File: src/rtl/i2c_master.sv
// I2C initiator for one single-byte register write or read (repeated START) per request.
// SDA is split into a drive line (sda_out, 1 = released) and a return line (sda_in).
module i2c_master #(
  parameter int CLK_FREQ = 100_000_000,
  parameter int SCL_FREQ = 100_000
) (
  input  logic       clk,
  input  logic       rst,
  input  logic       start,
  input  logic       rw,
  input  logic [6:0] slave_addr,
  input  logic [7:0] reg_addr,
  input  logic [7:0] wdata,
  output logic       busy,
  output logic       done,
  output logic       ack_error,
  output logic [7:0] rdata,
  output logic       scl,
  output logic       sda_out,
  input  logic       sda_in,
  output logic [3:0] dbg_state
);

  localparam int Q  = CLK_FREQ / (4 * SCL_FREQ);
  localparam int QW = (Q > 1) ? $clog2(Q) : 1;

  typedef enum logic [3:0] {
    S_IDLE, S_START, S_ADDR_W, S_ADDR_W_ACK, S_REG, S_REG_ACK, S_WDATA, S_WDATA_ACK,
    S_RSTART, S_ADDR_R, S_ADDR_R_ACK, S_RDATA, S_RDATA_NACK, S_STOP
  } state_t;

  state_t        state_q, state_d;
  logic [QW-1:0] qcnt;
  logic [1:0]    phase;
  logic [2:0]    bit_cnt;
  logic          rw_q;
  logic [6:0]    addr_q;
  logic [7:0]    reg_q, wdata_q, rx_sr, tx_byte;
  logic          q_last, slot_end, sample, bit_last, accept, is_byte, is_ack, is_bit;

  // Handshake: start is taken only in a cycle with busy=0 and done=0 (never queued);
  // done is a one-cycle pulse with no back-pressure, rdata/ack_error valid alongside it.
  assign accept   = (state_q == S_IDLE) && start && !done;
  assign q_last   = (qcnt == QW'(Q - 1));
  assign slot_end = q_last && (phase == 2'd3);
  assign sample   = q_last && (phase == 2'd1);
  assign bit_last = (bit_cnt == 3'd7);
  assign is_byte  = state_q inside {S_ADDR_W, S_REG, S_WDATA, S_ADDR_R, S_RDATA};
  assign is_ack   = state_q inside {S_ADDR_W_ACK, S_REG_ACK, S_WDATA_ACK, S_ADDR_R_ACK};
  assign is_bit   = is_byte || is_ack || (state_q == S_RDATA_NACK);

  assign busy      = (state_q != S_IDLE);
  assign dbg_state = state_q;

  always_ff @(posedge clk or negedge rst) begin
    if (!rst) state_q <= S_IDLE;
    else      state_q <= state_d;
  end

  always_comb begin
    state_d = state_q;
    scl     = 1'b1;
    sda_out = 1'b1;
    tx_byte = 8'hFF;
    case (state_q)
      S_IDLE: if (accept) state_d = S_START;
      S_START: begin
        scl     = (phase != 2'd3);
        sda_out = (phase == 2'd0);
        if (slot_end) state_d = S_ADDR_W;
      end
      S_ADDR_W: begin
        tx_byte = {addr_q, 1'b0};
        if (slot_end && bit_last) state_d = S_ADDR_W_ACK;
      end
      S_ADDR_W_ACK: if (slot_end) state_d = ack_error ? S_STOP : S_REG;
      S_REG: begin
        tx_byte = reg_q;
        if (slot_end && bit_last) state_d = S_REG_ACK;
      end
      S_REG_ACK: begin
        if (slot_end) begin
          if (ack_error) state_d = S_STOP;
          else           state_d = rw_q ? S_RSTART : S_WDATA;
        end
      end
      S_WDATA: begin
        tx_byte = wdata_q;
        if (slot_end && bit_last) state_d = S_WDATA_ACK;
      end
      S_WDATA_ACK: if (slot_end) state_d = S_STOP;
      S_RSTART: begin
        scl     = (phase != 2'd0);
        sda_out = !phase[1];
        if (slot_end) state_d = S_ADDR_R;
      end
      S_ADDR_R: begin
        tx_byte = {addr_q, 1'b1};
        if (slot_end && bit_last) state_d = S_ADDR_R_ACK;
      end
      S_ADDR_R_ACK: if (slot_end) state_d = ack_error ? S_STOP : S_RDATA;
      S_RDATA:      if (slot_end && bit_last) state_d = S_RDATA_NACK;
      S_RDATA_NACK: if (slot_end) state_d = S_STOP;
      S_STOP: begin
        scl     = (phase != 2'd0);
        sda_out = phase[1];
        if (slot_end) state_d = S_IDLE;
      end
      default: state_d = S_IDLE;
    endcase
    // Bit slots: SCL high in q1..q2; ACK/NACK/RDATA slots keep tx_byte all-ones (released).
    if (is_bit) begin
      scl     = (phase == 2'd1) || (phase == 2'd2);
      sda_out = tx_byte[3'd7 - bit_cnt];
    end
  end

  always_ff @(posedge clk or negedge rst) begin
    if (!rst) begin
      qcnt      <= '0;
      phase     <= 2'd0;
      bit_cnt   <= 3'd0;
      rw_q      <= 1'b0;
      addr_q    <= 7'd0;
      reg_q     <= 8'd0;
      wdata_q   <= 8'd0;
      rx_sr     <= 8'd0;
      ack_error <= 1'b0;
      rdata     <= 8'd0;
      done      <= 1'b0;
    end else begin
      done <= 1'b0;
      if (accept) begin
        // Realign the quarter counter so the frame starts on q0 the cycle after accept.
        qcnt      <= '0;
        phase     <= 2'd0;
        bit_cnt   <= 3'd0;
        rw_q      <= rw;
        addr_q    <= slave_addr;
        reg_q     <= reg_addr;
        wdata_q   <= wdata;
        ack_error <= 1'b0;
      end else begin
        qcnt <= q_last ? '0 : qcnt + 1'b1;
        if (q_last) phase <= phase + 2'd1;
        if (slot_end && is_byte) bit_cnt <= bit_cnt + 3'd1;
        if (sample && is_ack) ack_error <= ack_error | sda_in;
        if (sample && (state_q == S_RDATA)) rx_sr <= {rx_sr[6:0], sda_in};
        if (slot_end && (state_q == S_STOP)) begin
          done <= 1'b1;
          if (rw_q && !ack_error) rdata <= rx_sr;
        end
      end
    end
  end

endmodule

File: config.mk
export PLATFORM = sky130hd
export DESIGN_NAME = i2c_master
export DESIGN_NICKNAME = d
export VERILOG_FILES = /design/src/rtl/i2c_master.sv
export SDC_FILE = /design/constraint.sdc
export NUM_CORES = 1
export LEC_CHECK = 0
export CORE_MARGIN = 2
export CORE_UTILIZATION = 60
export CTS_BUF_LIST = sky130_fd_sc_hd__clkbuf_2
export CTS_CLUSTER_DIAMETER = 200
export DETAILED_ROUTE_END_ITERATION = 8
export DONT_BUFFER_PORTS = 1
export GPL_ROUTABILITY_DRIVEN = 0
export PLACE_DENSITY = 0.76
export SYNTH_ARGS = -nofsm -noshare
export SYNTH_HDL_FRONTEND = slang
export SYNTH_SLANG_ARGS = --single-unit
File: constraint.sdc
create_clock -name clk -period 3.6 [get_ports clk]
set_input_delay 0.18 -clock clk [delete_from_list [all_inputs] [get_ports clk]]
set_output_delay 0.18 -clock clk [all_outputs]
set_load 0.005 [all_outputs]
### Word-level counts from Yosys, hierarchy flattened

Index checks and enable logic that the tools add are counted.

| word-level totals | value |
|---|---|
| register bits after elaboration | 59 |
| input bits | 28 |

| cells by class | value |
|---|---|
| reductions and logical operators | 30 |
| bitwise logic cells | 2 |
| order comparisons | 1 |
| add/sub/neg operators | 4 |
| muxes and demuxes | 35 |
| equality and inequality tests | 32 |

Operator list:

| kind | count |
|---|---|
| $mux W4 | 16 |
| $pmux W4 S13 | 1 |
| $pmux W8 S4 | 1 |
| $eq A4 B4 Y1 const B | 6 |
| $eq A4 B3 Y1 const B | 4 |
| $mux W8 | 2 |
| $ne A2 B2 Y1 const B | 8 |
| $reduce_and A13 Y1 | 1 |
| $ne A2 B1 Y1 const B | 6 |
| $logic_and A1 B1 Y1 | 10 |
| $mux W3 | 3 |
| $add A8 B1 Y8 const B | 1 |
| $eq A4 B2 Y1 const B | 2 |
| $eq A8 B8 Y1 const B | 1 |
| $reduce_bool A2 Y1 | 4 |
| $reduce_bool A4 Y1 | 2 |
| $mux W1 | 7 |
| $reduce_bool A5 Y1 | 1 |
| $eq A2 B2 Y1 const B | 2 |
| $eq A4 B1 Y1 const B | 1 |
| $logic_not A4 Y1 | 1 |
| $lt A3 B4 Y1 const B | 1 |
| $mux W2 | 2 |
| $reduce_or A2 Y1 | 2 |
| 15 further kinds | 19 |

### Logic depth before layout (Yosys ltp)

| depth | value |
|---|---|
| word-level depth | 5 |
| gate-level depth with buffers | 8 |
| gate-level depth less buffers | 7 |

### Least setup slack after synthesis

OpenSTA, ideal clock, no wires.

| timing | value |
|---|---|
| path kind | reg2reg |
| start point | register phase[0] |
| end point | register rdata[0] |
| period minus slack after synthesis | 2.248 ns |
| setup slack | 1.352 ns |
| stages on the path, launching flop included | 7 |
| data arrival time | 2.124 ns |
| library setup time | 0.125 ns |
| cell sequence | dfrtp_1 ha_1 inv_1 or4_1 buf_2 nor4_4 mux2_2 |

| on the way | value |
|---|---|
| cells in the longest elaborated chain, start to end | 4 |

RTL lines:

| what | RTL line | text |
|---|---|---|
| start, declared | 34 | `logic [1:0] phase;` |
| start signal, assigned | 145 | `if (q_last) phase <= phase + 2'd1;` |
| $eq A2 B2 Y1 | 45 | `assign slot_end = q_last && (phase == 2'd3);` |
| $logic_and A1 B1 Y1 | 45 |  |
| $logic_and A1 B1 Y1 | 149 | `if (slot_end && (state_q == S_STOP)) begin` |
| $reduce_and A3 Y1 (no line) | n/a |  |
| end signal, assigned | 151 | `if (rw_q && !ack_error) rdata <= rx_sr;` |
| end, declared | 17 | `output logic [7:0] rdata,` |

No other way between the ends.
A chain may end at the register's enable or synchronous reset.

### Worst setup path in the final report

| timing | value |
|---|---|
| start point | register state_q[2], in the netlist dbg_state[2] |
| end point | output port sda_out |

| on the way | value |
|---|---|
| cells in the longest elaborated chain, start to end | 5 |
| elaborated cells between the ends (all ways) | 22 |

RTL lines:

| what | RTL line | text |
|---|---|---|
| start, declared | 32 | `state_t state_q, state_d;` |
| start signal, assigned | 57 | `else state_q <= state_d;` |
| $eq A4 B4 Y1 (tied with other cells) | 48, 65 |  |
| $pmux W8 S4 (tied with other cells) | 65 | `case (state_q)` |
| $bmux W1 S3 or $logic_or A1 B1 Y1 (tied branches) | 114, 50 |  |
| $mux W1 (not written as such) or $logic_or A1 B1 Y1 (tied branches) | 114, 50 |  |
| $mux W1 * | 112 | `if (is_bit) begin` |
| end, declared | 19 | `output logic sda_out,` |

Mark *: on every way between the ends. The rest lies on a longest branch, timed or not. The select of a mux whose other input is x is not followed.

==> impl_metrics.yaml <==
timing:
  fin_crit_sh: 0.8538
  clock.fmax_mhz: 325.3
  rsz0062_at_grt: "false"
  drv_slew: 0
  hold_viol: 0
  fin_crit_ps: 3074
  fin_tns_setup_ps: 0
  maxSlewHeadroom: 0.5575
  fin_skew_ps: 22.66
  setup-violations-final: 0
  tightest_slew_ps: 658.8
floorplanning:
  die_w_um: 74.66
  core-area_um2: 4755
  rows: 25
  die_area_um2: 5573
  die_y_um: 74.66
  start_util: 0.6300
  io_pins: 45
logic_synthesis:
  synthAdderAreaFrac: 0.03258
  synth_nets: 298
  avgSynthCellArea_um2: 11.39
  synthDistinctLibCells: 51
  ys.flop_type: "dfrtp_1"
  synth-edff-count: 0
  ys_seq_elements: 59
  synthMuxAreaShare: 0.1955
  synth_warnings: 0
  synth-compound-area-share: 0.09398
  async_flop_share: 1.000
  synth_top_cells_by_count: "59 x dfrtp_1, 42 x mux2_2, 30 x nor2_1, 13 x a21oi_1"
  synth-simple-area-share: 0.1278
  synth_top_area_frac: 0.4929
  synth_xor_area_frac: 0.02339
  syn_area_um2: 2995
  synth_cells: 263
  synth_seq_area_share: 0.4929
  synth_top_family_by_area: "multiplexers"
  synth_top_area_cell: "dfrtp_1"
  synth_area_leaders: "dfrtp_1 49%, mux2_2 16%, nor2_1 3.8%, mux2i_1 3.0%, ha_1 2.9%"
  synth_most_common_cell: "dfrtp_1"
final_layout:
  layout.nets: 325
  drive_above_1_share: 0.2441
  final.fill_count: 350
  stdcell_area_um2: 3451
  antennaDiodeCount: 0
  seq_area_um2: 1476
  multi_input_area_um2: 1424
  area_delta_synth_final_pct: 15.20
setup_path:
  cpMaxStageDelayCell: "dfrtp_1"
  required_ps: 3420
  critPathBufInv: 0
  cp_top_family: "flip-flops"
  worstSetupPathType: "register to primary output"
  arrival_ps: 2890
  cp-start-kind: "register"
  worstPathMaxFanout: 21
  worstPathCellList: "or3b_1, nor2_1, a21oi_1, mux4_2, a222oi_1"
  slowest_delay_ps: 780
  endpoint_kind: "primary output"
route:
  drtIter0Drc: 127
  drc: 0
  viasPerCell: 5.785
  vias: 2094
  dr.pass1.iters: 4
  ant_nets: 0
  wl_per_cell_um: 16.31
  routed_wirelength_um: 5906
global_routing:
  grt_pass1_wl_um: 9956
  grt_max_degree: 60
  grtUsageTotal: 0.2410
  globalRouteOverflowTotal: 0
  antenna_found_initial: 0
  grt_pass1_vias: 2141
run:
  maxCapViolations: 0
clocking:
  cts_tree: "built"
  insertion_delay_ps: 470
  clk_path_buf_depth: 2
  cts.sinks: 59
  cts.clk_slew.worst_paths_ps: 180
  clock-root-buffer: "clkbuf_2"
  htree_levels: 3
  cts_made_buffers: 9
  postCtsSetupBuffers: 0
  cts_hold_buffers: 28
  cts_resized: 0
placement:
  io_buffers: 0
  placed_cell_area_um2: 3040
  place_hpwl_um: 3911
outcome:
  status: "completed"
power:
  cellLeakagePower_nw: 1.581
  vdd_drop_max_mv: 0.4351
  power_density_nw_per_um2: 669.2
worst_hold_path:
  hold_path_class: "input pin to asynchronous set/reset pin"
flip-flops by register name, indices dropped and copies added, names as in the netlist, 2 cells and up:
name       cells
reg_q          8
rdata          8
wdata_q        8
rx_sr          8
phase          2
bit_cnt        3
addr_q         7
qcnt           8
dbg_state      4
cell usage in the layout (no fill, tap or decap), types with 3 or more instances in the layout:
cell type,count
nand2b_1,4
mux2i_1,9
dfrtp_1,59
a211oi_1,3
xor2_1,4
a21oi_1,13
nand2_1,9
o21ai_0,4
mux2_2,42
xnor2_1,4
nand3_1,6
dlygate4sd3_1,27
nor3_1,4
nor2_1,30
clkinv_2,4
clkbuf_2,9
ha_1,7
buf_4,3
or2_2,3
inv_1,9
power by group:
part / internal (mW) / switching [mW]
Sequential: 0.858 / 0.193
Clock: 0.159 / 0.249
Combinational: 0.430 / 0.420
Total: 1.45 / 0.862
per-stage QoR:
stage / instances / total power [mW] / hold WS, ps / utilization / setup slack (ps)
4_1_cts: 362 / 2.314 / 194.1 / 0.7258 / 487.1
3_5_place_dp: 318 / 1.869 / -113.8 / 0.6395 / 1025
3_3_place_gp: 318 / 1.842 / -114.2 / 0.6395 / 1051
6_report: 362 / 2.309 / 200.6 / 0.7258 / 526.3
2_1_floorplan: 263 / 1.700 / -115.6 / - / 1352
5_1_grt: 362 / 2.478 / 190.3 / 0.7258 / 362.6
per-layer routing:
layer | track usage | wire length (µm) | up-vias
met5 | 0 | 0 | -
met4 | 0.09921 | 95 | 0
met3 | 0.07497 | 335 | 8
met2 | 0.3717 | 2890 | 64
met1 | 0.3200 | 2585 | 1023
li1 | - | - | 999
layout make-up:
type                    count  area share
flip-flops and latches     59      0.4278
multi-input cells         180      0.4126
repair buffers             31     0.09282
well taps                  67     0.02429
clock inverters             7     0.01958
clock buffers               9     0.01305
inverters                   9    0.009790
kinds of logic after synthesis:
| kind of cell | Yosys count |
|---|---|
| fa+ha+maj | 8 |
| flops | 59 |
| xor+xnor | 8 |
| mux | 52 |
| buf+inv | 24 |
| simple gates | 71 |
| compound gates | 41 |
worst paths after layout:
| kind | startpoint | to | slack [ps] | cells past startpoint |
|---|---|---|---|---|
| worst max-delay path | dbg_state[2] | sda_out | 530 | 5 |
| worst min-delay path | rst | ack_error | 200 | 2 |
| worst max register to register | phase[0] | rdata[5] | 1050 | 5 |
| max in group asynchronous | rst | bit_cnt[2] | 3130 | 2 |
| worst min register to register | qcnt[0] | qcnt[0] | 520 | 1 |
| min in group clk | reg_addr[2] | reg_q[2] | 380 | 2 |
No activity file was read; power rests on OpenSTA's default activity.
